## src/rtl/fifo_pkg.sv

```systemverilog
// Shared helpers for the async FIFO pointer domains: Gray conversion,
// depth derivation and the full/empty pointer comparison.
package fifo_pkg;

  localparam int unsigned PTR_MAX = 32;

  function automatic int unsigned fifo_depth(input int unsigned addr_size);
    return 32'd1 << addr_size;
  endfunction

  function automatic logic [PTR_MAX-1:0] bin2gray(input logic [PTR_MAX-1:0] bin);
    return (bin >> 1) ^ bin;
  endfunction

  // Pointers of width asz+1; full when the two MSBs differ and the rest match.
  function automatic logic full_match(input logic [PTR_MAX-1:0] wgray,
                                      input logic [PTR_MAX-1:0] rgray,
                                      input int unsigned        asz);
    logic [PTR_MAX-1:0] v_inv;
    v_inv          = '0;
    v_inv[asz]     = 1'b1;
    v_inv[asz-1]   = 1'b1;
    return wgray == (rgray ^ v_inv);
  endfunction

endpackage

```

## src/rtl/fifo_wr_arbiter_rr_arbiter.sv

```systemverilog
// Round-robin arbiter: grants the first request at or above the rr pointer,
// wrapping; the pointer advances past the winner on every granted edge.
module rr_arbiter
  import fifo_pkg::*;
#(
  parameter  int unsigned NUM_REQ = 2,
  localparam int unsigned IW      = $clog2(NUM_REQ)
) (
  input  logic               clk,
  input  logic               rst_n,
  input  logic [NUM_REQ-1:0] req,
  input  logic               en,
  output logic [NUM_REQ-1:0] gnt,
  output logic [IW-1:0]      gnt_idx
);

  logic [IW-1:0] r_rr;
  logic          w_found;

  always_comb begin
    int unsigned v_idx;
    gnt     = '0;
    gnt_idx = '0;
    w_found = 1'b0;
    v_idx   = 0;
    for (int unsigned i = 0; i < NUM_REQ; i++) begin
      v_idx = (32'(r_rr) + i) % NUM_REQ;
      if (!w_found && en && req[v_idx]) begin
        w_found      = 1'b1;
        gnt[v_idx]   = 1'b1;
        gnt_idx      = IW'(v_idx);
      end
    end
  end

  always_ff @(posedge clk or negedge rst_n) begin
    if (!rst_n) begin
      r_rr <= '0;
    end else if (w_found) begin
      r_rr <= (gnt_idx == IW'(NUM_REQ - 1)) ? '0 : gnt_idx + 1'b1;
    end
  end

endmodule

```

## src/rtl/fifo_wr_arbiter.sv

```systemverilog
// Write-side FIFO controller: arbitrates producers onto the memory write
// port and maintains the binary/Gray write pointer and registered full flag.
module fifo_wr_arbiter
  import fifo_pkg::*;
#(
  parameter int unsigned ADDR_SIZE = 3,
  parameter int unsigned DATA_SIZE = 8,
  parameter int unsigned NUM_REQ   = 2
) (
  input  logic                         wclk,
  input  logic                         wrst_n,
  input  logic [NUM_REQ-1:0]           req,
  input  logic [NUM_REQ*DATA_SIZE-1:0] req_data,
  output logic [NUM_REQ-1:0]           gnt,
  input  logic [ADDR_SIZE:0]           wq2_rptr,
  output logic                         wr_en,
  output logic [ADDR_SIZE-1:0]         waddr,
  output logic [DATA_SIZE-1:0]         wdata,
  output logic [ADDR_SIZE:0]           wptr,
  output logic                         wfull
);

  localparam int unsigned PW = ADDR_SIZE + 1;
  localparam int unsigned IW = $clog2(NUM_REQ);

  logic [PW-1:0] r_bin;
  logic [PW-1:0] r_ptr;
  logic          r_full;
  logic [PW-1:0] w_bin_next;
  logic [PW-1:0] w_gray_next;
  logic          w_full_next;
  logic          w_arb_en;
  logic [IW-1:0] w_gnt_idx;

  // Gating with wrst_n kills any in-flight grant the instant reset asserts.
  assign w_arb_en = ~r_full & wrst_n;

  rr_arbiter #(.NUM_REQ(NUM_REQ)) u_rr_arbiter (
    .clk     (wclk),
    .rst_n   (wrst_n),
    .req     (req),
    .en      (w_arb_en),
    .gnt     (gnt),
    .gnt_idx (w_gnt_idx)
  );

  assign wr_en = |gnt;
  assign waddr = r_bin[ADDR_SIZE-1:0];
  assign wptr  = r_ptr;
  assign wfull = r_full;

  always_comb begin
    wdata = '0;
    if (wr_en) begin
      wdata = req_data[32'(w_gnt_idx)*DATA_SIZE +: DATA_SIZE];
    end
  end

  assign w_bin_next  = r_bin + PW'(wr_en);
  assign w_gray_next = PW'(bin2gray(PTR_MAX'(w_bin_next)));
  assign w_full_next = full_match(PTR_MAX'(w_gray_next), PTR_MAX'(wq2_rptr), ADDR_SIZE);

  always_ff @(posedge wclk or negedge wrst_n) begin
    if (!wrst_n) begin
      r_bin  <= '0;
      r_ptr  <= '0;
      r_full <= 1'b0;
    end else begin
      r_bin  <= w_bin_next;
      r_ptr  <= w_gray_next;
      r_full <= w_full_next;
    end
  end

  a_gnt_onehot0: assert property (@(posedge wclk) disable iff (!wrst_n) $onehot0(gnt));
  a_no_wr_full:  assert property (@(posedge wclk) disable iff (!wrst_n) !(wr_en && wfull));
  a_gray_step:   assert property (@(posedge wclk) disable iff (!wrst_n)
                                  $countones(wptr ^ $past(wptr)) <= 1);

endmodule

```

## config.mk

```make
export PLATFORM = sky130hd
export DESIGN_NAME = fifo_wr_arbiter
export DESIGN_NICKNAME = d
export VERILOG_FILES = /design/src/rtl/fifo_pkg.sv /design/src/rtl/fifo_wr_arbiter_rr_arbiter.sv /design/src/rtl/fifo_wr_arbiter.sv
export SDC_FILE = /design/constraint.sdc
export NUM_CORES = 1
export LEC_CHECK = 0
export BUFFER_PORTS_ARGS = -buffer_cell sky130_fd_sc_hd__buf_2
export CELL_PAD_IN_SITES_DETAIL_PLACEMENT = 0
export CELL_PAD_IN_SITES_GLOBAL_PLACEMENT = 2
export CORE_UTILIZATION = 21
export CTS_CLUSTER_SIZE = 20
export DETAILED_ROUTE_END_ITERATION = 8
export PLACE_DENSITY_LB_ADDON = 0.15
export SLEW_MARGIN = 20
export SYNTH_ARGS = -nofsm -noshare
export SYNTH_HDL_FRONTEND = slang
export SYNTH_SLANG_ARGS = --single-unit
```

## constraint.sdc

```tcl
create_clock -name wclk -period 3.5 [get_ports wclk]
set_clock_uncertainty 0.15 [all_clocks]
set_input_delay 1.05 -clock wclk [delete_from_list [all_inputs] [get_ports wclk]]
set_output_delay 1.05 -clock wclk [all_outputs]
set_load 0.02 [all_outputs]
```

==> metrics.txt <==
status finished, final reports clean; Via density 4.430; Die Y 56.14 um; Cells after DPL 138; Placed Instance Area 887.1 um^2; I/O pin cnt 43; first-pass iteration count of the detailed router 2; Max-cap violations 0; hold slack 0.3783 ns; Worst-Margin Slew 0.2496 ns; period utilization 0.8947; GPL Wtd Cong 0.6859; P_leak 0.4749 nW; DP Wirelength 1.320 mm; Final setup violation count 0; Fillers 309; final wirelength 1.687 mm; Total Routing Usage GR 0.1068; P&R area growth vs syn 48.58%; Die Width 56.14 um; max-slew violation count 0; min cycle time layout 3.131 ns; Max Freq 319.4 MHz; first-pass GRT wire length 2.704 mm; Initial Util 0.2232; Yosys top cell by area dfrtp_1; site row count 19; layout cells sized above 1 0.4685; ANT cells 0; Cell Count, Final, Fillers Out 142; Longest Clk Path Bufs 2; CTS H-tree depth 1; RSZ-0062 raised after global routing no; startpoint types primary input; clock latency on the worst-skew pair 0.27 ns; DRT iter0 DRCs 11; Cell variety after synth 19; warnings from Yosys 0; # nets final 138; syn_nets 89; Avg WL per Cell 11.88 um; PD cells 824.5 nW/um^2; CP Capture Type output port; top cell type's share of synthesized area 0.3659; Crit Path Category primary input to output port; DRT antenna net count 0; Finished Cell Area 914.6 um^2; Seq/Total Area, Yosys 0.3659; Post-CTS Resized 0; vias 629; CTS clk-pin slew, worst paths 0.07 ns; worst hold path type register to register; # clock sinks 9; # Post-CTS Setup Buffers 0; CP Max Fanout 17; main area contributors after synthesis dfrtp_1 (37%), nand3b_1 (9.8%), a21oi_1 (8.1%), xor3_1 (7.7%), xor2_1 (7.1%); Syn Area/Cell 9.771 um^2; Congestion Overflow GR 0; vias in the first global route 596; TritonCTS clock tree done; Hold Buf Count CTS 0; WP data required 2.30 ns; maximum vdd drop 0.5118 mV; Slew headroom 0.8331; die area 3152 um^2; Mapped Area 615.6 um^2; post-synthesis cell count 63; Total Negative Setup Slacks 0 ns; largest net degree at the start of global routing 18; Core Region 2758 um^2; Hold Vio Cnt, Final 0; number of antenna violations at the first check in global routing 0; Residual DRC 0; register bit total from synthesis 9; total CTS buffers 3; Critical Path AT 1.93 ns; clk root buf clkbuf_4; number of port buffers 42
==> stage by stage <==
stage / worst slack, ns / power [W] / utilization
3_5_place_dp: 0.3093 / 0.0006771 / 0.3217
4_1_cts: 0.3672 / 0.0007652 / 0.3317
3_3_place_gp: 0.3586 / 0.0006810 / 0.3217
2_1_floorplan: 0.1530 / 0.0005321 / -
5_1_grt: 0.2578 / 0.0008152 / 0.3317
6_report: 0.3687 / 0.0007541 / 0.3317
==> sequential cells by signal, summed over array words and instances (netlist names) <==
| register | count |
|---|---|
| u_rr_arbiter.r_rr | 1 |
| r_bin | 4 |
| wptr | 3 |
| wfull | 1 |
==> cell usage after synthesis <==
master / number
a211oi_2: 1
a21bo_2: 1
a21oi_1: 10
a31oi_1: 1
clkbuf_1: 2
dfrtp_1: 9
ha_1: 2
inv_1: 2
nand2_1: 1
nand3_1: 2
nand3b_1: 8
nor2b_1: 2
nor3b_1: 1
o21ai_0: 8
o21ai_1: 1
or3_1: 1
xnor2_1: 4
xor2_1: 5
xor3_1: 2
==> final cells by class <==
cell class              instances  area [um^2]  area share
clock buffers                   3        22.52     0.02462
well taps                      31        38.79     0.04241
multi-input cells              50        375.4      0.4104
inverters                       2        7.507    0.008208
clock inverters                 1        5.005    0.005472
repair buffers                 46        240.2      0.2627
flip-flops and latches          9        225.2      0.2462
==> power breakdown <==
| part | leakage, nW | switching (W) | internal [W] |
|---|---|---|---|
| registers | 0.107 | 0.0000416 | 0.000161 |
| clock network | 0.0177 | 0.0000408 | 0.0000423 |
| logic | 0.350 | 0.000259 | 0.000209 |
| total | 0.475 | 0.000341 | 0.000413 |
==> logic make-up after synthesis <==
logic type | count (synthesis) | synth area share
buffers and inverters | 4 | 0.02440
adder cells (fa/ha/maj) | 2 | 0.04064
AO/OA/AOI/OAI | 22 | 0.2012
AND/OR/NAND/NOR | 15 | 0.1626
XOR/XNOR | 11 | 0.2053
flip-flops | 9 | 0.3659
==> critical path, cell delays in order <==
cell and delay [ns]:
buf_2 0.12, nor2b_1 0.12, buf_4 0.17, nand3b_1 0.16, a21oi_1 0.13, buf_2 0.18
==> layout by cell type (no fill, tap or decap), drive strengths merged <==
cell type and instances:
clkinv 1, clkbuf 3, nand2 1, buf 46, a21oi 10, o21ai 9, a211oi 1, nor3b 1
xor3 2, nand3 2, or3 1, xnor2 4, xor2 5, dfrtp 9, a31oi 1, nand3b 8
nor2b 2, ha 2, a21bo 1, inv 2
==> worst paths after layout <==
path	endpoint	cells past startpoint	from	slack, ns
worst min register to register	u_rr_arbiter.r_rr	1	u_rr_arbiter.r_rr	0.38
min in group asynchronous	wfull	2	wrst_n	0.56
worst min-delay path	u_rr_arbiter.r_rr	1	u_rr_arbiter.r_rr	0.38
worst max-delay path	wdata[6]	6	req[0]	0.37
worst max register to register	wfull	8	wfull	1.11
max in group asynchronous	r_bin[2]	2	wrst_n	2.50
==> routing by layer <==
metal  GRT usage  vias to the layer above  share of wire
met1      0.1435                      283           0.48
met5           0                        -              0
li1            -                      323              -
met4     0.01045                        0              0
met3     0.04419                        0          0.083
met2      0.1667                       23           0.43
(Power assumes the default switching activity.)
